$ cat src/rtl/pc_fetch_if.sv
// Bundle of the fetch-stage signals: stall/redirect controls, instruction ROM bus and IF/ID outputs.
// The slave modport is the fetch unit's view; the master modport is the surrounding pipeline's view.
interface pc_fetch_if;
    logic [5:0]  stall;
    logic        flush;
    logic [31:0] new_pc;
    logic        branch_flag_i;
    logic [31:0] branch_target_address_i;
    logic [31:0] inst_i;
    logic [31:0] pc;
    logic        ce;
    logic [31:0] id_pc;
    logic [31:0] id_inst;
    logic        id_valid;
    logic        id_adel;

    modport slave (
        input  stall,
        input  flush,
        input  new_pc,
        input  branch_flag_i,
        input  branch_target_address_i,
        input  inst_i,
        output pc,
        output ce,
        output id_pc,
        output id_inst,
        output id_valid,
        output id_adel
    );

    modport master (
        output stall,
        output flush,
        output new_pc,
        output branch_flag_i,
        output branch_target_address_i,
        output inst_i,
        input  pc,
        input  ce,
        input  id_pc,
        input  id_inst,
        input  id_valid,
        input  id_adel
    );
endinterface

$ cat src/rtl/pc_fetch.sv
// Program counter and IF/ID pipeline register with flush/stall/branch redirect.
// Every output is a flop; inputs only reach next-state logic.
module pc_fetch #(
    parameter logic [31:0] RESET_PC = 32'h0000_0000
) (
    input  logic     clk,
    input  logic     rst,
    pc_fetch_if.slave fetch
);

    localparam logic [0:0] ST_IDLE = 1'b0;
    localparam logic [0:0] ST_RUN  = 1'b1;

    logic [0:0]  r_state;
    logic        r_ce;
    logic [31:0] r_pc;
    logic [31:0] r_id_pc;
    logic [31:0] r_id_inst;
    logic        r_id_valid;
    logic        r_id_adel;

    logic [0:0]  w_state_next;
    logic        w_ce_next;
    logic [31:0] w_pc_next;
    logic [31:0] w_id_pc_next;
    logic [31:0] w_id_inst_next;
    logic        w_id_valid_next;
    logic        w_id_adel_next;
    logic        w_misaligned;
    logic        w_if_stall;
    logic        w_id_stall;

    assign w_if_stall   = fetch.stall[1];
    assign w_id_stall   = fetch.stall[2];
    assign w_misaligned = (r_pc[1:0] != 2'b00);

    // FSM next state: leave IDLE on the first non-reset clock, then stay in RUN
    always_comb begin
        w_state_next = r_state;
        w_ce_next    = 1'b0;
        case (r_state)
            ST_IDLE: begin
                w_state_next = ST_RUN;
                w_ce_next    = 1'b1;
            end
            ST_RUN: begin
                w_state_next = ST_RUN;
                w_ce_next    = 1'b1;
            end
            default: begin
                w_state_next = ST_IDLE;
                w_ce_next    = 1'b0;
            end
        endcase
    end

    // Next fetch address: flush beats stall, stall beats branch, else sequential
    always_comb begin
        w_pc_next = r_pc;
        if (r_state != ST_RUN) begin
            w_pc_next = RESET_PC;
        end else if (fetch.flush) begin
            w_pc_next = fetch.new_pc;
        end else if (fetch.stall[0]) begin
            w_pc_next = r_pc;
        end else if (fetch.branch_flag_i) begin
            // no alignment check here; misalignment surfaces later as id_adel
            w_pc_next = fetch.branch_target_address_i;
        end else begin
            w_pc_next = r_pc + 32'd4;
        end
    end

    // IF/ID register next value: clear, bubble, capture or hold
    always_comb begin
        w_id_pc_next    = r_id_pc;
        w_id_inst_next  = r_id_inst;
        w_id_valid_next = r_id_valid;
        w_id_adel_next  = r_id_adel;
        if (fetch.flush || (w_if_stall && !w_id_stall)) begin
            w_id_pc_next    = 32'h0000_0000;
            w_id_inst_next  = 32'h0000_0000;
            w_id_valid_next = 1'b0;
            w_id_adel_next  = 1'b0;
        end else if (!w_if_stall && r_ce) begin
            // a misaligned fetch is passed on as a nop tagged with the address error
            w_id_pc_next    = r_pc;
            w_id_inst_next  = w_misaligned ? 32'h0000_0000 : fetch.inst_i;
            w_id_valid_next = 1'b1;
            w_id_adel_next  = w_misaligned;
        end else if (!w_if_stall) begin
            w_id_pc_next    = 32'h0000_0000;
            w_id_inst_next  = 32'h0000_0000;
            w_id_valid_next = 1'b0;
            w_id_adel_next  = 1'b0;
        end else begin
            w_id_pc_next    = r_id_pc;
            w_id_inst_next  = r_id_inst;
            w_id_valid_next = r_id_valid;
            w_id_adel_next  = r_id_adel;
        end
    end

    // State, pc and ROM enable registers
    always_ff @(posedge clk) begin
        if (rst) begin
            r_state <= ST_IDLE;
            r_ce    <= 1'b0;
            r_pc    <= RESET_PC;
        end else begin
            r_state <= w_state_next;
            r_ce    <= w_ce_next;
            r_pc    <= w_pc_next;
        end
    end

    // IF/ID pipeline register
    always_ff @(posedge clk) begin
        if (rst) begin
            r_id_pc    <= 32'h0000_0000;
            r_id_inst  <= 32'h0000_0000;
            r_id_valid <= 1'b0;
            r_id_adel  <= 1'b0;
        end else begin
            r_id_pc    <= w_id_pc_next;
            r_id_inst  <= w_id_inst_next;
            r_id_valid <= w_id_valid_next;
            r_id_adel  <= w_id_adel_next;
        end
    end

    assign fetch.pc       = r_pc;
    assign fetch.ce       = r_ce;
    assign fetch.id_pc    = r_id_pc;
    assign fetch.id_inst  = r_id_inst;
    assign fetch.id_valid = r_id_valid;
    assign fetch.id_adel  = r_id_adel;

endmodule

$ cat src/flat_wrapper.sv
// flat-port wrapper written by rule: the top's interface ports become plain ports
module pc_fetch_flat 
#(
    parameter logic [31:0] RESET_PC = 32'h0000_0000
)
  (clk, rst, fetch_stall, fetch_flush, fetch_new_pc, fetch_branch_flag_i, fetch_branch_target_address_i, fetch_inst_i, fetch_pc, fetch_ce, fetch_id_pc, fetch_id_inst, fetch_id_valid, fetch_id_adel);
  pc_fetch_if fetch_i ();
  input  logic clk;
  input  logic rst;
  input wire logic [$bits(fetch_i.stall)-1:0] fetch_stall;
  input wire logic [$bits(fetch_i.flush)-1:0] fetch_flush;
  input wire logic [$bits(fetch_i.new_pc)-1:0] fetch_new_pc;
  input wire logic [$bits(fetch_i.branch_flag_i)-1:0] fetch_branch_flag_i;
  input wire logic [$bits(fetch_i.branch_target_address_i)-1:0] fetch_branch_target_address_i;
  input wire logic [$bits(fetch_i.inst_i)-1:0] fetch_inst_i;
  output wire logic [$bits(fetch_i.pc)-1:0] fetch_pc;
  output wire logic [$bits(fetch_i.ce)-1:0] fetch_ce;
  output wire logic [$bits(fetch_i.id_pc)-1:0] fetch_id_pc;
  output wire logic [$bits(fetch_i.id_inst)-1:0] fetch_id_inst;
  output wire logic [$bits(fetch_i.id_valid)-1:0] fetch_id_valid;
  output wire logic [$bits(fetch_i.id_adel)-1:0] fetch_id_adel;
  assign fetch_i.stall = fetch_stall;
  assign fetch_i.flush = fetch_flush;
  assign fetch_i.new_pc = fetch_new_pc;
  assign fetch_i.branch_flag_i = fetch_branch_flag_i;
  assign fetch_i.branch_target_address_i = fetch_branch_target_address_i;
  assign fetch_i.inst_i = fetch_inst_i;
  assign fetch_pc = fetch_i.pc;
  assign fetch_ce = fetch_i.ce;
  assign fetch_id_pc = fetch_i.id_pc;
  assign fetch_id_inst = fetch_i.id_inst;
  assign fetch_id_valid = fetch_i.id_valid;
  assign fetch_id_adel = fetch_i.id_adel;
  pc_fetch #(.RESET_PC(RESET_PC)) u_core (.clk(clk), .rst(rst), .fetch(fetch_i));
endmodule
$ cat config.mk
export PLATFORM = sky130hd
export DESIGN_NAME = pc_fetch_flat
export DESIGN_NICKNAME = d
export VERILOG_FILES = /design/src/rtl/pc_fetch_if.sv /design/src/rtl/pc_fetch.sv /design/src/flat_wrapper.sv
export SDC_FILE = /design/constraint.sdc
export NUM_CORES = 1
export LEC_CHECK = 0
export ABC_CLOCK_PERIOD_IN_PS = 2450
export CAP_MARGIN = 20
export CORE_MARGIN = 2
export CORE_UTILIZATION = 43
export DETAILED_ROUTE_END_ITERATION = 12
export GPL_ROUTABILITY_DRIVEN = 0
export PLACE_DENSITY = 0.81
export SLEW_MARGIN = 40
export SYNTH_ARGS = -nofsm -noshare
export SYNTH_HDL_FRONTEND = slang
export SYNTH_SLANG_ARGS = --single-unit
$ cat constraint.sdc
create_clock -name clk -period 2.45 [get_ports clk]
set_clock_uncertainty 0.15 [all_clocks]
set_input_delay 0.245 -clock clk [delete_from_list [all_inputs] [get_ports clk]]
set_output_delay 0.245 -clock clk [all_outputs]
set_load 0.01 [all_outputs]
# Yosys cells after proc, flatten, opt, wreduce, memory -nomap -nowiden
# Cells that the tools add are included.
[totals]
reg_bits = 99
input_bits = 106
output_inout_bits = 99
wordCells = 29
[classes]
add_sub_neg = 1
n_eq_ne = 2
mux = 11
n_bitwise = 1
n_reduce_logical = 8
[ops]
columns = ["operator", "n"]
rows = [
  ["32-bit 2-to-1 mux", 7],
  ["32-bit by 3-bit adder with 32-bit output, second input constant", 1],
  ["1-bit 2-to-1 mux", 4],
  ["2-bit by 1-bit != test with 1-bit output, second input constant", 2],
  ["2-bit OR reduction", 2],
  ["1-bit logical AND", 2],
  ["1-bit zero test", 2],
  ["2-bit nonzero test", 1],
  ["1-bit logical OR", 1],
  ["1-bit inverter", 1],
]

# Logic depth before layout (Yosys ltp)
# Gate-level depths: netlist of the first run.
[logic_depth]
ltp_word = 4
mapped_depth = 7
depth_no_buf = 6

# Worst setup path after synthesis of the first run
# Ideal clock, no wire load.
[synth_timing]
path_kind = "reg2reg"
start = "reg u_core.r_pc[11], in the netlist u_core.fetch.pc[11]"
end = "reg u_core.r_pc[25], in the netlist u_core.fetch.pc[25]"
setup_time_ps = 66
arrival_time_ps = 1744
t_required_ps = 2234
setup_slack_ps = 490
stages_incl_launch_ff = 6
n_path_buf = 0
period_less_slack_ps = 1960
cell_sequence = "dfxtp_1 nand3_2 or3_4 or4_1 a21o_1 a21oi_2"
[synth_between]
elab_chain_len = 4
[synth_lines]
columns = ["item", "line", "source"]
rows = [
  ["start, declared", "pc_fetch.sv:16", "logic [31:0] r_pc;"],
  ["start signal, assigned", "pc_fetch.sv:113", "r_pc <= w_pc_next;"],
  ["32-bit by 3-bit adder with 32-bit output", "pc_fetch.sv:70", "w_pc_next = r_pc + 32'd4;"],
  ["32-bit 2-to-1 mux", "pc_fetch.sv:66", "end else if (fetch.branch_flag_i) begin"],
  ["32-bit 2-to-1 mux", "pc_fetch.sv:64", "end else if (fetch.stall[0]) begin"],
  ["32-bit 2-to-1 mux", "pc_fetch.sv:62", "end else if (fetch.flush) begin"],
]
# Every way passes these cells. The select of a mux whose other input is x is not followed.
# A chain may end at the register's enable or synchronous reset.

# Worst setup path after layout of the first run
[layout_timing]
start = "reg u_core.r_pc[3], in the netlist u_core.fetch.pc[3]"
end = "reg u_core.r_pc[30], in the netlist u_core.fetch.pc[30]"
# Same word-level chain as after synthesis.

==> results.toml, run 1 <==
[global_route]
overflow = 0
grt_pass1_vias = 5010
antenna_found_initial = 0
grt_max_degree = 67
track_usage_pct = 27.0
grt_pass1_wl_um = 25100

[min_path]
holdCritStartpoint = "rst"
holdPathEnd = "u_core.r_state"
min_path_cells = 2
hp-class = "in2reg"

[outcome]
outcome = "completed"

[clock_tree]
htree_num_levels = 3
cts_resized = 0
numCtsBuffers = 9
hold_buffers = 0
cts_tree = "yes"
cts_sinks = 99
worstSkewPairLatency_ns = 0.37
clk_pin_slew_ns = 0.10
postCtsSetupRepairBufs = 0
cts_root_buffer = "clkbuf_8"
max-clock-path-buffers = 2

[final_layout]
antennaDiodeCount = 0
final_area_um2 = 7120
areaGrowthSynthToFinish_pct = 50.9
fill_cells = 887
drive_above_1_share_pct = 8.61
nNetsFinal = 892
fin_util_pct = 66.0

[synth]
synth_area_um2 = 4720
syn-num-nets = 692
yosys.area.top_type = "dfxtp_1"
ys_seq_elements = 99
ys_warn_count = 0
synthCells = 585
netlist-cell-type-count = 61
synth_commonest_cells = "dfxtp_1 (99), nor2_1 (99), a21oi_1 (54)"
syn_area_per_cell_um2 = 8.07
synth_area_leaders = "dfxtp_1 (42%), nor2_1 (7.9%), a21oi_1 (5.7%)"
synthDominantCellAreaShare_pct = 42.0
yosysSeqAreaShare_pct = 42.0
ys.flop_type = "dfxtp_1"
synth_edf_count = 0
async_flop_share_pct = 0

[route]
vias = 5355
wirelength_um = 16200
vias_per_cell = 5.76
drtAntennaViolNets = 0
drtPass1Iterations = 6
drt_iter0_markers = 380
drc = 0
post_drt_wl_per_cell_um = 17.4

[critical_path]
worstReg2RegEnd = "u_core.fetch.pc[30]"
rr_worst_depth = 6
start_kind = "flop"
worstSetupPathType = "reg2reg"
critPathMaxStageDelay_ns = 0.54
reg2reg_slack_ns = 0.13
crit_path_max_fanout = 7
end_kind = "flop"
slowest_stage = "nor4_1"
worstReg2RegStart = "u_core.fetch.pc[3]"
arrival_ns = 2.42
path_cells = "ha_1, and3_1, nand3_1, nor4_1, and4_1, nor3_1"
required_ns = 2.56

[placement]
hpwl_um = 11900
place_ws_ns = 0.133
place_area_um2 = 6950
portBuffers = 201

[die]
die_h_um = 109
core-area_um2 = 10800
rows = 38
ios = 205
start_util_pct = 43.7
die_x_um = 109
die_area_um2 = 11800

[power_and_ir_drop]
pwr_density_cell_nw_per_um2 = 456
ir_drop_mv = 0.283
leakagePower_nw = 2.62
power.total_mw = 3.24

[sta]
setup_viol_count_final = 0
report.final.slew_viol_count = 0
relSlewSlack_pct = 54.0
fin_tns_setup_ns = 0
hold_viol_final = 0
finalCritPeriodShare_pct = 94.5
rsz0062_at_grt = "no"
min_period_ns = 2.32
fmax_mhz = 432
worstMarginPinSlew_ns = 0.690
setup_ws_ns = 0.135

[flow_run]
drv_cap = 0
==> flip-flops by register name (all words and copies together), names as in the netlist <==
| name | flops |
|---|---|
| u_core.fetch.id_inst | 32 |
| u_core.fetch.id_pc | 32 |
| u_core.fetch.id_adel | 1 |
| u_core.r_state | 1 |
| u_core.fetch.id_valid | 1 |
| u_core.fetch.pc | 32 |
==> critical path: cells and delay by family, from the launching register on <==
family | cells | cell delay (ns)
simple gates | 5 | 1.34
fa+ha+maj | 1 | 0.25
flops | 1 | 0.46
==> kinds of logic (layout without fill, tap and decap cells) <==
| family | after synthesis | after routing | share of synthesized area (%) |
|---|---|---|---|
| compound gates | 179 | 179 | 25.0 |
| xor+xnor | 1 | 1 | 0.186 |
| fa+ha+maj | 1 | 1 | 0.265 |
| buf+inv | 54 | 259 | 5.38 |
| flops | 99 | 99 | 42.0 |
| mux | 5 | 5 | 1.09 |
| simple gates | 246 | 246 | 26.1 |
==> cell type report <==
cell class                      count  area (um^2)  share of cell area, %
Timing Repair Buffer              235         2270                   31.9
Multi-Input combinational cell    432         2490                   35.0
Tap cell                          140          175                   2.46
Clock buffer                       12          145                   2.04
Sequential cell                    99         1980                   27.8
Inverter                            8         30.0                  0.422
Clock inverter                      4         26.3                  0.369
==> per-layer routing <==
layer	track usage (%)	wire length [um]
met5	0	0
met4	9.16	345
met3	7.53	1550
met2	43.2	7460
met1	35.1	6810
==> cells in the final DEF, fill, tap and decap left out, drive strengths merged, types with 14 or more instances in the layout <==
cell / Yosys / routed
a21oi: 55 / 55
a22oi: 34 / 34
and3: 40 / 40
buf: 8 / 35
clkdlybuf4s50: 0 / 200
dfxtp: 99 / 99
nand2: 35 / 35
nand3: 14 / 14
nor2: 100 / 100
nor3: 14 / 14
o21ai: 17 / 17
==> worst max path at each step <==
stage | from | to | slack [ns] | cells after the start
finish | u_core.fetch.pc[3] | u_core.fetch.pc[30] | 0.13 | 6
global route | u_core.fetch.pc[3] | u_core.fetch.pc[30] | 0.01 | 6
CTS | u_core.fetch.pc[3] | u_core.fetch.pc[30] | 0.17 | 6
detailed placement | fetch_flush | u_core.fetch.pc[23] | 0.13 | 5
global placement | fetch_flush | u_core.fetch.pc[23] | 0.18 | 5
floorplan | u_core.fetch.pc[11] | u_core.fetch.pc[25] | 0.49 | 5
==> through the flow <==
step	instances	hold slack, ns
2_1_floorplan	585	0.170
3_3_place_gp	914	0.295
3_5_place_dp	914	0.300
4_1_cts	930	0.273
5_1_grt	930	0.294
6_report	930	0.287
==> power by group <==
| group | internal, mW | switching [mW] | total, mW |
|---|---|---|---|
| sequential | 1.65 | 0.0495 | 1.70 |
| clock | 0.397 | 0.559 | 0.956 |
| combinational | 0.323 | 0.271 | 0.594 |
(Power assumes the default switching activity.)
==> inputs of run 2 (changes only) <==
- CELL_PAD_IN_SITES_DETAIL_PLACEMENT: not set -> 1
- CELL_PAD_IN_SITES_GLOBAL_PLACEMENT: not set -> 2
- CORE_UTILIZATION: 43 -> 23
- PLACE_DENSITY: 0.81 -> not set
- PLACE_DENSITY_LB_ADDON: not set -> 0.1
==> results.toml, run 2 (synthesis results as in run 1) <==
[outcome]
outcome = "completed"

[final_layout]
drive_above_1_share_pct = 10.3
antennaDiodeCount = 0
nNetsFinal = 902
mostFrequentLayoutCells = "clkdlybuf4s50_1 (200), nor2_1 (99), dfxtp_1 (99)"
seq_area_um2 = 1980
layout_commonest_cell = "clkdlybuf4s50_1"
multi_input_area_um2 = 2500
fin_util_pct = 37.2
areaGrowthSynthToFinish_pct = 58.8
fill_cells = 2379

[clock_tree]
hold_buffers = 0
numCtsBuffers = 9
worstSkewPairLatency_ns = 0.35
htree_num_levels = 3
postCtsSetupRepairBufs = 0
cts_tree = "yes"
max-clock-path-buffers = 2
cts_sinks = 99
cts_root_buffer = "clkbuf_16"
clk_pin_slew_ns = 0.07

[route]
drt_iter0_markers = 195
wirelength_um = 20300
drtAntennaViolNets = 0
drc = 0
post_drt_wl_per_cell_um = 18.9
drtPass1Iterations = 5
vias_per_cell = 4.93
vias = 5277

[die]
ios = 205
core-area_um2 = 20200
die_x_um = 147
die_area_um2 = 21700
rows = 52
die_h_um = 147
start_util_pct = 23.4

[sta]
hold_viol_final = 0
finalCritPeriodShare_pct = 89.7
relSlewSlack_pct = 50.6
report.final.slew_viol_count = 0
setup_viol_count_final = 0
min_period_ns = 2.20
worstMarginPinSlew_ns = 0.741
fin_tns_setup_ns = 0
rsz0062_at_grt = "no"
fmax_mhz = 455

[critical_path]
required_ns = 2.53
worstSetupPathType = "reg2reg"
arrival_ns = 2.28
path_cells = "ha_1, and3_1, nand3_2, nor4_2, and4_1, nor3_1"
rr_worst_depth = 6
slowest_stage = "nor4_2"
critPathMaxStageDelay_ns = 0.48
end_kind = "flop"
start_kind = "flop"
crit_path_max_fanout = 7

[flow_run]
drv_cap = 0

[global_route]
grt_pass1_wl_um = 31800
grt_pass1_vias = 5617
track_usage_pct = 18.6
overflow = 0
antenna_found_initial = 0
grt_max_degree = 67

[power_and_ir_drop]
swShare_pct = 26.2
internal-power_mw = 2.83
ir_drop_mv = 0.302
p_switching_mw = 1.00
pwr_density_cell_nw_per_um2 = 511
p_clk_share_pct = 39.5
p_comb_share_pct = 16.3
seqPwrFrac_pct = 44.1
leakagePower_nw = 2.74

[placement]
portBuffers = 201
hpwl_um = 15300

[min_path]
min_path_cells = 4
hp-class = "in2reg"
run 2: cell types whose count changed in the layout (fill, tap and decap cells not counted), moves of 2 or more:
cell,delta
buf_4,+11
clkbuf_16,+9
clkbuf_8,-8
clkbuf_1,-2
inv_6,+2
run 2: power groups by stage:
stage / combinational, mW / sequential (mW) / clock, mW
after floorplan: 0.234 / 1.74 / 0
after global routing: 0.684 / 1.70 / 1.63
after detailed placement: 0.629 / 1.73 / 0
after CTS: 0.633 / 1.69 / 1.58
after global placement: 0.620 / 1.72 / 0
final: 0.626 / 1.69 / 1.51
run 2: metrics by stage:
| stage | cell area, um^2 | hold WS (ns) | std cells | worst slack (ns) | total power [mW] |
|---|---|---|---|---|---|
| after floorplan | 4720 | 0.170 | 585 | 0.490 | 1.97 |
| after global routing | 7500 | 0.302 | 1070 | 0.116 | 4.01 |
| final | 7500 | 0.287 | 1070 | 0.252 | 3.83 |
| after global placement | 7180 | 0.300 | 1054 | 0.154 | 2.35 |
| after CTS | 7490 | 0.278 | 1070 | 0.0976 | 3.90 |
| after detailed placement | 7180 | 0.314 | 1054 | -0.0123 | 2.36 |
run 2: worst max-delay path: cells and delay by family (launching register included):
kind,cells,cell delay [ns]
and+or+nand+nor,5,1.22
DFF,1,0.44
adders and majority gates,1,0.26
run 2: cell type report:
class | count | area share, %
Timing Repair Buffer | 245 | 31.2
Sequential cell | 99 | 26.4
Multi-Input combinational cell | 432 | 33.4
Tap cell | 270 | 4.51
Inverter | 8 | 0.400
Clock inverter | 5 | 0.768
Clock buffer | 11 | 3.37
run 2: what timing repair did:
item / 4_1_cts / 5_1_grt
cloned: 0 / 0
resized for setup: 1 / 1
endpoints found under the setup margin: 1 / 2
pin swaps: 0 / 0
run 2: final timing paths:
| kind | start | to | slack, ns |
|---|---|---|---|
| worst min register to register | u_core.fetch.id_valid | u_core.fetch.id_valid | 0.32 |
| worst max register to register | u_core.fetch.pc[3] | u_core.fetch.pc[30] | 0.25 |
| worst max-delay path | u_core.fetch.pc[3] | u_core.fetch.pc[30] | 0.25 |
| worst min-delay path | fetch_stall[1] | u_core.fetch.id_valid | 0.29 |
run 2: routing by layer:
metal | global-route usage [%] | up-vias | part of all wire, %
met1 | 24.8 | 2536 | 47
met3 | 2.95 | 15 | 4.8
li1 | - | 2566 | -
met4 | 5.24 | 0 | 1.3
met5 | 0 | - | 0
met2 | 31.3 | 160 | 47
